File: src/rtl/controller.sv
// Instruction-sequencing FSM: fetches through PC/IM/IR, decodes the 16-bit word
// and drives Moore controls for the data memory, register file and ALU.
module controller (
  input  logic        Clk,
  input  logic        Reset,
  input  logic [15:0] Instruction,
  output logic        PC_clr,
  output logic        PC_up,
  output logic        IM_re,
  output logic        IR_ld,
  output logic [7:0]  D_addr,
  output logic        D_wr,
  output logic        RF_s,
  output logic [3:0]  RF_W_addr,
  output logic        RF_W_en,
  output logic [3:0]  RF_Ra_addr,
  output logic [3:0]  RF_Rb_addr,
  output logic [2:0]  ALU_s0,
  output logic [3:0]  State
);

  localparam logic [3:0] S_INIT   = 4'd0;
  localparam logic [3:0] S_FETCH  = 4'd1;
  localparam logic [3:0] S_DECODE = 4'd2;
  localparam logic [3:0] S_NOOP   = 4'd3;
  localparam logic [3:0] S_LOAD_A = 4'd4;
  localparam logic [3:0] S_LOAD_B = 4'd5;
  localparam logic [3:0] S_STORE  = 4'd6;
  localparam logic [3:0] S_ADD    = 4'd7;
  localparam logic [3:0] S_SUB    = 4'd8;
  localparam logic [3:0] S_HALT   = 4'd9;

  localparam logic [3:0] OP_NOOP  = 4'b0000;
  localparam logic [3:0] OP_STORE = 4'b0001;
  localparam logic [3:0] OP_LOAD  = 4'b0010;
  localparam logic [3:0] OP_ADD   = 4'b0011;
  localparam logic [3:0] OP_SUB   = 4'b0100;
  localparam logic [3:0] OP_HALT  = 4'b0101;

  logic [3:0] state;
  logic [3:0] state_next;
  logic [3:0] op;
  logic [3:0] ra;
  logic [3:0] rb;
  logic [3:0] rq;
  logic [7:0] addr;

  assign op    = Instruction[15:12];
  assign ra    = Instruction[11:8];
  assign rb    = Instruction[7:4];
  assign rq    = Instruction[3:0];
  assign addr  = Instruction[7:0];
  assign State = state;

  always_ff @(posedge Clk) begin
    if (Reset) state <= S_INIT;
    else       state <= state_next;
  end

  always_comb begin
    state_next = S_INIT;
    case (state)
      S_INIT:   state_next = S_FETCH;
      S_FETCH:  state_next = S_DECODE;
      S_DECODE: begin
        // Illegal opcodes fall through to NOOP.
        case (op)
          OP_NOOP:  state_next = S_NOOP;
          OP_STORE: state_next = S_STORE;
          OP_LOAD:  state_next = S_LOAD_A;
          OP_ADD:   state_next = S_ADD;
          OP_SUB:   state_next = S_SUB;
          OP_HALT:  state_next = S_HALT;
          default:  state_next = S_NOOP;
        endcase
      end
      S_NOOP:   state_next = S_FETCH;
      S_LOAD_A: state_next = S_LOAD_B;
      S_LOAD_B: state_next = S_FETCH;
      S_STORE:  state_next = S_FETCH;
      S_ADD:    state_next = S_FETCH;
      S_SUB:    state_next = S_FETCH;
      S_HALT:   state_next = S_HALT;
      default:  state_next = S_INIT;
    endcase
  end

  always_comb begin
    PC_clr     = 1'b0;
    PC_up      = 1'b0;
    IM_re      = 1'b0;
    IR_ld      = 1'b0;
    D_addr     = '0;
    D_wr       = 1'b0;
    RF_s       = 1'b0;
    RF_W_addr  = '0;
    RF_W_en    = 1'b0;
    RF_Ra_addr = '0;
    RF_Rb_addr = '0;
    ALU_s0     = '0;
    case (state)
      S_INIT: PC_clr = 1'b1;
      S_FETCH: begin
        IM_re = 1'b1;
        IR_ld = 1'b1;
        PC_up = 1'b1;
      end
      // D_addr is held across both load cycles for the synchronous-read memory.
      S_LOAD_A: begin
        D_addr    = addr;
        RF_s      = 1'b1;
        RF_W_addr = ra;
      end
      S_LOAD_B: begin
        D_addr    = addr;
        RF_s      = 1'b1;
        RF_W_addr = ra;
        RF_W_en   = 1'b1;
      end
      S_STORE: begin
        D_addr     = addr;
        RF_Ra_addr = ra;
        D_wr       = 1'b1;
      end
      S_ADD: begin
        RF_Ra_addr = ra;
        RF_Rb_addr = rb;
        RF_W_addr  = rq;
        ALU_s0     = 3'b001;
        RF_W_en    = 1'b1;
      end
      S_SUB: begin
        RF_Ra_addr = ra;
        RF_Rb_addr = rb;
        RF_W_addr  = rq;
        ALU_s0     = 3'b010;
        RF_W_en    = 1'b1;
      end
      default: ;
    endcase
  end

endmodule

File: config.mk
export PLATFORM = sky130hd
export DESIGN_NAME = controller
export DESIGN_NICKNAME = d
export VERILOG_FILES = /design/src/rtl/controller.sv
export SDC_FILE = /design/constraint.sdc
export NUM_CORES = 1
export LEC_CHECK = 0
export ABC_AREA = 1
export CELL_PAD_IN_SITES_DETAIL_PLACEMENT = 2
export CELL_PAD_IN_SITES_GLOBAL_PLACEMENT = 2
export CORE_MARGIN = 2
export CORE_UTILIZATION = 11
export CTS_BUF_LIST = sky130_fd_sc_hd__clkbuf_8
export CTS_CLUSTER_SIZE = 10
export DETAILED_ROUTE_END_ITERATION = 6
export PLACE_DENSITY = 0.84
export REMOVE_ABC_BUFFERS = 1
export SLEW_MARGIN = 20
export SYNTH_ARGS = -nofsm -noshare
export SYNTH_HDL_FRONTEND = slang
export SYNTH_SLANG_ARGS = --single-unit
export TNS_END_PERCENT = 20
File: constraint.sdc
create_clock -name Clk -period 1.3 [get_ports Clk]
set_input_delay 0.39 -clock Clk [delete_from_list [all_inputs] [get_ports Clk]]
set_output_delay 0.39 -clock Clk [all_outputs]
set_load 0.005 [all_outputs]
## Word-level counts from Yosys, hierarchy flattened

Index checks and enable logic that the tools add are counted.

| word-level totals | value |
|---|---|
| flip-flop bits (word level) | 4 |
| bits of input ports | 18 |
| logic and storage cells | 34 |

| operators by class | value |
|---|---|
| equality and inequality tests | 14 |
| multiplexer cells | 12 |
| reductions and logical operators | 7 |

Operators with widths:

| cell | number |
|---|---|
| one-hot mux 4 bit (5 select lines) | 2 |
| == test 4 x 3 -> 1 bit (second input constant) | 6 |
| == test 4 x 2 -> 1 bit (second input constant) | 4 |
| OR reduction 3 bit | 3 |
| == test 4 x 1 -> 1 bit (second input constant) | 2 |
| == test 4 bit (second input constant) | 2 |
| 2-to-1 mux 4 bit | 2 |
| 2-to-1 mux 8 bit | 1 |
| one-hot mux 4 bit (2 select lines) | 1 |
| OR reduction 6 bit | 1 |
| 2-to-1 mux 1 bit | 5 |
| zero test 4 bit | 1 |
| one-hot mux 2 bit (2 select lines) | 1 |
| OR reduction 2 bit | 2 |

## Logic depth before layout (Yosys ltp)

| logic depth | value |
|---|---|
| word-level depth | 3 |
| depth in mapped cells | 9 |
| gate-level depth less buffers | 9 |

## Least setup slack after synthesis

Ideal clock, no wire load.

| path | value |
|---|---|
| path type | register to output |
| start | register state[0], in the netlist State[0] |
| end | output IR_ld |
| data arrival time | 1040 ps |
| required time | 910 ps |
| setup slack | -130 ps |
| stages on the path, launching flop included | 4 |
| buffers on the path | 1 |
| cell sequence | dfxtp_1 > inv_2 > nor3_1 > buf_4 |

| on the way | value |
|---|---|
| word-level cells in the longest chain between the ends | 2 |

Ends and longest elaborated chain:

| element | line | text |
|---|---|---|
| start, declared | 40 | `logic [3:0] state;` |
| start signal, assigned | 57 | `else state <= state_next;` |
| == test 4 x 1 -> 1 bit | - |  |
| 2-to-1 mux 1 bit | - |  |
| end, declared | 10 | `output logic IR_ld,` |

No other way between the ends.

## Final worst setup path

| path | value |
|---|---|
| start | register state[1], in the netlist State[1] |
| end | output RF_Ra_addr[3] |

| on the way | value |
|---|---|
| word-level cells in the longest chain between the ends | 3 |

Ends and longest elaborated chain:

| element | line | text |
|---|---|---|
| == test 4 bit / == test 4 x 3 -> 1 bit (equally long branches) | 101 | `case (state)` |
| OR reduction 3 bit (no source line) * | - |  |
| 2-to-1 mux 4 bit * | 101 |  |
| end, declared | 16 | `output logic [3:0] RF_Ra_addr,` |

Mark *: on every way between the ends. The rest lies on a longest branch, timed or not.

==> impl_results.md <==
* Post-Place Setup Slack at -0.668 ns
* Initial core utilization at 0.112
* Critical Path Source Type: flop
* Final Skew at 0.00804 ns
* Vias/cell at 4.01
* Synth Cell Area at 523 sq um
* H-tree levels at 1
* Dominant register cell in the synthesized netlist: dfxtp_1
* Simple-gate share of the synthesized area at 0.512
* Longest Clk Path Bufs at 2
* Post-synthesis mux area share at 0
* Yosys warns at 0
* Violated checks: setup timing
* Die Height at 73.0 microns
* Wirelength per Cell at 13.1 microns
* Sequential element share of the synthesized area at 0.153
* WS Path Type: reg -> out
* Syn Inst Count at 101
* Core Footprint at 4660 sq um
* Avg Cell Area, Syn at 5.18 sq um
* # clock sinks at 4
* Setup_tns at -11.56 ns
* WP data arrival at 1.39 ns
* Post-route ant nets at 0
* TritonCTS buffer count at 3
* Congestion Overflow GR at 0
* Adder-cell share of the synthesized area at 0
* Synth unique cells at 18
* Fin nets at 204
* Largest net degree at the start of global routing at 9
* Routed WL at 3120 microns
* Vias in the first global route at 1022
* First-pass GRT wire length at 4750 microns
* Die Span X at 73.0 microns
* IO Pins at 52
* CP Max Fanout at 5
* Area contributors post-synth: nand2_1 (19%), dfxtp_1 (15%), inv_1 (14%), nor2_1 (14%), buf_4 (4.3%)
* Count leader, synth: nand2_1
* CTS tree: built
* XOR/XNOR Fraction of Synth Area at 0
* Top cell type's share of synthesized area at 0.194
* Buffers on Ports at 50
* Die area at 5320 sq um
* Largest register FFs at 4
* Status: finished, violations left
* Synth area leader: nand2_1
* Synth top cells by count: nand2_1 (27), inv_1 (20), nor2_1 (20)
* TritonRoute pass-1 iters at 2
* Initial antenna violation count at 0
* FFs w/ async S/R, synth at 0
* Iteration-0 DRC Markers at 14
* Max-slew violations at 0
* Via Count at 955
* CP Launch Point: State[1]
* Setup crit end kind: primary output
* Required time worst endpoint at 0.91 ns
* # rows at 25
* GRT Util Overall at 0.120
* Final Wtd Congestion at 0.742
* Crit path time final at 1.78 ns
* Peak VDD IR at 0.788 mV
* Power density over cell area at 856 nW/um^2
* Share of layout cells above drive strength 1 at 0.603
* Synth-to-Final Area Change at 174%
* Root buffer cell: clkbuf_8
* Final hold violations at 0
* Setup repair after global routing missed its margin: yes
* Fmax achieved at 562 MHz
* Compound-gate portion of the synthesized area at 0.105
* DR DRC count at 0
* Fin worst setup slack at -0.479 ns
* Hold_sp: Instruction[12]
* Largest family of logic cells by synthesized area: simple AND/OR/NAND/NOR gates
* Maximum capacitance violations at 0
* Ant. Diodes at 0
* Dpl hpwl at 2110 microns
* Post-synthesis register bit count at 4
* Final Cycle Share at 1.37
* Pleak at 0.810 nW
* FF-to-FF Start: State[1]
* Final Setup Violations at 30
* Post-synth EDFFs at 0
* Worst Hold Class: in -> reg
* Worst-Skew Late Latency at 0.23 ns
* Clk slew on worst S/H paths at 0.04 ns
-- layout make-up --
| cell class | count | area (sq um) |
|---|---|---|
| fill | 575 | 3230 |
| tap | 54 | 67.6 |
| inverter | 25 | 101 |
| clock buffer | 3 | 41.3 |
| timing repair buffer | 82 | 684 |
| sequential | 4 | 95.1 |
| multi-input combinational | 70 | 442 |
-- what timing repair did --
item,CTS,global route
hold buffers,0,0
cloned,1,0
buffers inserted,13,1
pin swaps,9,12
endpoints found under the setup margin,35,36
gates resized for setup,156,27
-- cell usage in the layout, fill, tap and decap left out, types with 2 or more instances in the layout --
cell type,n
buf_4,22
buf_2,20
nand2_1,18
buf_6,16
inv_1,15
clkdlybuf4s50_1,15
nor2_2,10
nand2_2,9
nor2_1,9
inv_2,7
nor2_4,5
dfxtp_4,4
a21oi_1,4
inv_4,3
o21ai_1,3
clkbuf_8,3
dlymetal6s2s_1,3
nand2_4,2
nand3_1,2
clkdlybuf4s15_2,2
clkbuf_2,2
-- where the power goes --
part           leakage [nW]  internal (mW)  switching, mW
clock network        0.0216          0.199         0.0881
logic                 0.753          0.400          0.340
registers            0.0355          0.156         0.0416
total                 0.810          0.756          0.469
-- routing by layer --
| layer | global-route usage | part of all wire | vias up |
|---|---|---|---|
| met4 | 0.0370 | 0.0067 | 0 |
| met1 | 0.115 | 0.34 | 444 |
| li1 | - | - | 462 |
| met3 | 0.0387 | 0.086 | 2 |
| met5 | 0 | 0 | - |
| met2 | 0.239 | 0.57 | 47 |
-- final timing paths --
path                         to  slack (ns)  cells past startpoint
setup / recovery  RF_Ra_addr[3]       -0.48                      9
hold / removal         State[2]        0.66                      7
setup reg to reg       State[0]        0.03                      8
hold reg to reg        State[0]        0.70                      4
-- cells by family (layout without fill, tap and decap cells) --
kind of cell | Yosys count | after routing
other cells | 1 | 1
compound gates | 10 | 10
flops | 4 | 4
buf+inv | 28 | 110
simple gates | 58 | 59
-- per-stage QoR --
step,cells,cell area (sq um),hold slack (ns),power (mW),util
floorplan,98,500,0.462,0.387,-
global placement,220,1200,0.731,0.839,0.258
detailed placement,220,1200,0.745,0.850,0.258
CTS,237,1380,0.698,1.20,0.295
global route,238,1430,0.735,1.31,0.307
finish,238,1430,0.663,1.23,0.307
-- critical path, cell delays in order, from the launching register on --
cell and delay, ns:
dfxtp_4 0.36, nor2_4 0.14, nand2_2 0.09, nor2_4 0.11, buf_6 0.13, nor2_8 0.05, nand2_4 0.08, nand2_2 0.05
inv_1 0.04, buf_2 0.10
(Power assumes the default switching activity.)
